**config.mk**
```make
export PLATFORM = sky130hd
export DESIGN_NAME = cpu86_icache_lane
export DESIGN_NICKNAME = d
export VERILOG_FILES = /design/src/rtl/cpu86_icache_lane.sv
export SDC_FILE = /design/constraint.sdc
export NUM_CORES = 1
export LEC_CHECK = 0
export BUFFER_PORTS_ARGS = -buffer_cell sky130_fd_sc_hd__buf_4
export CAP_MARGIN = 25
export CORE_ASPECT_RATIO = 2
export CORE_MARGIN = 2
export CORE_UTILIZATION = 49
export DETAILED_ROUTE_END_ITERATION = 7
export GPL_TIMING_DRIVEN = 0
export PLACE_DENSITY = 0.79
export SYNTH_ARGS = -nofsm -noshare
export SYNTH_HDL_FRONTEND = slang
export SYNTH_SLANG_ARGS = --single-unit
```
**constraint.sdc**
```tcl
create_clock -name clk -period 3.2 [get_ports clk]
set_clock_uncertainty 0.15 [all_clocks]
set_input_delay 0.32 -clock clk [delete_from_list [all_inputs] [get_ports clk]]
set_output_delay 0.32 -clock clk [all_outputs]
set_load 0.1 [all_outputs]
```
**src/rtl/cpu86_icache_lane.sv**
```systemverilog
// cpu86_icache_lane
//   Instruction-cache fetch lane. Accepts tagged fetch requests, forwards the
//   address to a single memory read port through a one-entry command register,
//   and keeps the reorder tags in an in-order FIFO while reads are in flight.
//   Each returned memory word is paired with the oldest tag and presented as a
//   single-cycle beat on a channel without backpressure.
//
// Ports
//   clk, reset                 rising-edge clock, asynchronous active-high reset
//   s_axis_req_*               fetch request in (address in tdata, tag in tuser)
//   m_axis_cmd_*               memory read command out (address)
//   s_axis_rd_*                memory read data in, returned in command order
//   m_axis_data_*              tagged result out, one-cycle pulse
//   err                        sticky: read data arrived with nothing in flight
module cpu86_icache_lane #(
    parameter int TDATA_WIDTH     = 32,
    parameter int TUSER_WIDTH     = 4,
    parameter int ADDR_WIDTH      = 20,
    parameter int MAX_OUTSTANDING = 4
) (
    input  logic                   clk,
    input  logic                   reset,
    input  logic                   s_axis_req_tvalid,
    output logic                   s_axis_req_tready,
    input  logic [ADDR_WIDTH-1:0]  s_axis_req_tdata,
    input  logic [TUSER_WIDTH-1:0] s_axis_req_tuser,
    output logic                   m_axis_cmd_tvalid,
    input  logic                   m_axis_cmd_tready,
    output logic [ADDR_WIDTH-1:0]  m_axis_cmd_tdata,
    input  logic                   s_axis_rd_tvalid,
    input  logic [TDATA_WIDTH-1:0] s_axis_rd_tdata,
    output logic                   m_axis_data_tvalid,
    output logic [TDATA_WIDTH-1:0] m_axis_data_tdata,
    output logic [TUSER_WIDTH-1:0] m_axis_data_tuser,
    output logic                   err
);

    localparam int PTR_W = $clog2(MAX_OUTSTANDING);
    localparam int CNT_W = PTR_W + 1;

    logic [CNT_W-1:0]       cnt_q, cnt_d;
    logic [PTR_W-1:0]       wr_ptr_q, rd_ptr_q;
    logic [TUSER_WIDTH-1:0] tag_mem_q [MAX_OUTSTANDING];
    logic                   cmd_valid_q;
    logic [ADDR_WIDTH-1:0]  cmd_addr_q;
    logic                   out_valid_q;
    logic [TDATA_WIDTH-1:0] out_data_q;
    logic [TUSER_WIDTH-1:0] out_tag_q;
    logic                   err_q;

    logic accept;
    logic pop;

    // The command register can take a new address when it is empty or being
    // drained this cycle; cnt also covers a command not yet sent, so the tag
    // FIFO can never be pushed past full.
    assign s_axis_req_tready = (~cmd_valid_q | m_axis_cmd_tready) &
                               (cnt_q != CNT_W'(MAX_OUTSTANDING));
    assign accept = s_axis_req_tvalid & s_axis_req_tready;
    // Stray read data with nothing outstanding must not underflow the FIFO.
    assign pop    = s_axis_rd_tvalid & (cnt_q != '0);

    always_comb begin
        cnt_d = cnt_q;
        if (accept && !pop) begin
            cnt_d = cnt_q + CNT_W'(1);
        end else if (!accept && pop) begin
            cnt_d = cnt_q - CNT_W'(1);
        end
    end

    always_ff @(posedge clk or posedge reset) begin
        if (reset) begin
            cnt_q       <= '0;
            wr_ptr_q    <= '0;
            rd_ptr_q    <= '0;
            for (int i = 0; i < MAX_OUTSTANDING; i++) begin
                tag_mem_q[i] <= '0;
            end
            cmd_valid_q <= 1'b0;
            cmd_addr_q  <= '0;
            out_valid_q <= 1'b0;
            out_data_q  <= '0;
            out_tag_q   <= '0;
            err_q       <= 1'b0;
        end else begin
            cnt_q <= cnt_d;

            if (accept) begin
                cmd_valid_q         <= 1'b1;
                cmd_addr_q          <= s_axis_req_tdata;
                tag_mem_q[wr_ptr_q] <= s_axis_req_tuser;
                wr_ptr_q            <= wr_ptr_q + PTR_W'(1);
            end else if (m_axis_cmd_tready) begin
                cmd_valid_q <= 1'b0;
            end

            out_valid_q <= pop;
            if (pop) begin
                out_data_q <= s_axis_rd_tdata;
                out_tag_q  <= tag_mem_q[rd_ptr_q];
                rd_ptr_q   <= rd_ptr_q + PTR_W'(1);
            end

            if (s_axis_rd_tvalid && cnt_q == '0) begin
                err_q <= 1'b1;
            end
        end
    end

    assign m_axis_cmd_tvalid  = cmd_valid_q;
    assign m_axis_cmd_tdata   = cmd_addr_q;
    assign m_axis_data_tvalid = out_valid_q;
    assign m_axis_data_tdata  = out_data_q;
    assign m_axis_data_tuser  = out_tag_q;
    assign err                = err_q;

endmodule

```
==> flow_summary.yaml <==
die:
  core_mm2: 0.006621
  start_util: 0.5093
  dieArea_mm2: 0.007602
  die_h_um: 121.3
  die_x_um: 62.66
  io-pin-count: 121
  rows: 42
logic_synthesis:
  synth_area_mm2: 0.003372
  netlist_top_cells_area: "dfrtp_1 61%, nand2_1 13%, mux2_4 8.0%"
  syn-mean-instance-area_um2: 12.00
  synth_area_leader_cell: "dfrtp_1"
  yosys_warnings: 0
  syn_inst: 281
  synth_cell_types: 23
  ys_ff_latch: 82
  synth-seq-area-share: 0.6085
  synth_top_area_share: 0.6085
  synth_nets: 348
setup_path:
  critPathMaxFanout: 10
  crit_slowest_cell: "dfrtp_1"
  cpPeakStageDelay_ns: 0.45
  cp.arrival_ns: 2.78
  ff2ff_path_depth: 8
  worstSetupPathType: "reg -> reg"
  end_kind: "flip-flop"
  crit_chain: "o31ai_1 > clkbuf_1 > ha_1 > inv_1 > fa_1 > xor2_1 > nor2_1 > xor2_1"
  r2r_start: "cnt_q[0]$_DFFE_PP0P_"
  rrSetupSlack_ns: 0.54
  crit_path_start: "cnt_q[0]$_DFFE_PP0P_"
  critPathTopFamily: "adder cells"
  worstSetupStartpointType: "flip-flop"
  r2r_end: "cnt_q[2]$_DFFE_PP0P_"
  path_depth: 8
  worst_ep_required_time_ns: 3.31
  endpoint: "cnt_q[2]$_DFFE_PP0P_"
  crit_buf_inv: 2
  cp_common_cell: "xor2_1"
grt:
  grt_pass1_vias: 2624
  antenna_found_initial: 0
  grt_pass1_wl_um: 12730
  grt_usage: 0.2239
  grt_util_met1: 0.2178
  grtUsageMet2: 0.4133
  met3_usage: 0.06865
  grt_overflow: 0
  grt.busiest_layer: "met2"
  grt_max_degree: 54
placement:
  dpl.hpwl_um: 5754
  place_inst: 490
  gp_congestion: 0.8080
  portBuffers: 120
  place_ws_ns: 0.5136
clocking:
  clock_path_buffers: 2
  path_clk_slew_ns: 0.06
  cts.sinks: 82
  cts_max_level: 3
  cts_buffers: 9
  cts_hold_buf: 1
  post_cts.repair.setup_buffers: 0
  post_cts_resized: 0
  cts_tree: "done"
  clk-insertion-delay-late_ns: 0.34
  cts_root_buf: "clkbuf_16"
timing:
  maxSlewViolCount: 0
  period_minus_slack_ns: 2.665
  fin_setup_tns_ns: 0
  fmax_ghz: 0.3753
  finalHoldViolCount: 0
  finalCritPeriodShare: 0.8327
  fin_ws_ns: 0.5354
  rsz0062_at_grt: "no"
  setup_viol: 0
  worst_pin_slew_ns: 0.7557
  slew-limit-headroom: 0.4923
routing:
  drc: 0
  routedWlPerCell_um: 15.58
  drt-pass1-iter-count: 4
  totalWireLength_um: 7899
  via_per_inst: 4.909
  via_count: 2489
  ant_nets: 0
  dr.first_iter.drc_count: 119
layout:
  drive_above_1_share: 0.4487
  mostFrequentLayoutCells: "120 x buf_4, 114 x nand2_1, 82 x dfrtp_1"
  multi_input_area_mm2: 0.001235
  final_nets: 481
  mostFrequentLayoutCell: "buf_4"
  regArea_mm2: 0.002052
  diodes: 0
  syn2layout_area_growth_pct: 40.26
  final.fill_count: 499
  fin_cells: 507
run_status:
  run_status: "completed"
min_path:
  hold_class: "in -> reg"
  hold_depth: 3
job:
  cap_violations: 0
registers in the layout, summed over array words and instances (netlist names):
register / flops
rd_ptr_q: 2
m_axis_cmd_tdata: 20
cnt_q: 3
m_axis_data_tvalid: 1
m_axis_data_tdata: 32
err: 1
m_axis_data_tuser: 4
m_axis_cmd_tvalid: 1
wr_ptr_q: 2
tag_mem_q: 16
routing by layer:
layer | wire (um) | share of wire
met4 | 331 | 0.042
met2 | 4564 | 0.58
met1 | 2687 | 0.34
met3 | 316 | 0.040
met5 | 0 | 0
kinds of logic (layout without fill, tap and decap cells):
group           Yosys count  after routing  synth area share
simple gates            126            126            0.1481
flops                    82             82            0.6085
mux                      42             42            0.1737
buf+inv                  17            155           0.02523
fa+ha+maj                 6              6           0.02449
xor+xnor                  6              6           0.01558
compound gates            2              2          0.004454
layout make-up:
class | count | share of cell area
Sequential cell | 82 | 0.4339
Multi-Input combinational cell | 182 | 0.2611
Timing Repair Buffer | 122 | 0.1984
Clock buffer | 12 | 0.05423
Tap cell | 88 | 0.02328
Buffer | 11 | 0.01323
Clock inverter | 4 | 0.01058
Inverter | 6 | 0.005291
stage by stage:
stage | hold WS, ns | cell area, um2 | util
after floorplan | 0.2754 | 3372 | -
after global placement | 0.2909 | 4383 | 0.6619
after detailed placement | 0.2013 | 4413 | 0.6665
after CTS | 0.007375 | 4730 | 0.7143
after global routing | 0.01806 | 4730 | 0.7143
final | 0.02036 | 4730 | 0.7143
cell usage after synthesis (all sizes together):
library cell / n
a21o: 1
clkbuf: 4
mux4: 4
nor3b: 1
nand3: 1
xnor2: 4
xor2: 2
nand2b: 1
nor3: 5
fa: 1
ha: 5
nor2: 2
buf: 7
inv: 6
nand2: 114
dfrtp: 82
o31ai: 1
nor2b: 1
mux2: 38
or3b: 1
how the worst min path moves through the flow:
stage | startpoint | endpoint | slack [ns]
6_report | s_axis_rd_tdata[16] | m_axis_data_tdata[16]$_DFFE_PP0P_ | 0.02
5_1_grt | s_axis_rd_tdata[23] | m_axis_data_tdata[23]$_DFFE_PP0P_ | 0.02
4_1_cts | s_axis_rd_tdata[27] | m_axis_data_tdata[27]$_DFFE_PP0P_ | 0.007
3_5_place_dp | reset | m_axis_data_tdata[5]$_DFFE_PP0P_ | 0.20
3_3_place_gp | err$_DFFE_PP0P_ | err$_DFFE_PP0P_ | 0.29
2_1_floorplan | s_axis_rd_tdata[0] | m_axis_data_tdata[0]$_DFFE_PP0P_ | 0.28
worst register-to-register path, stage by stage, from the launching register on:
cell	delay, ns
dfrtp_1	0.45
o31ai_1	0.44
clkbuf_1	0.42
ha_1	0.28
inv_1	0.07
fa_1	0.37
xor2_1	0.15
nor2_1	0.12
xor2_1	0.15
Power is left out: the tool's default activity adds up to more than one toggle a clock period on the data nets, which glitch-free logic cannot reach.
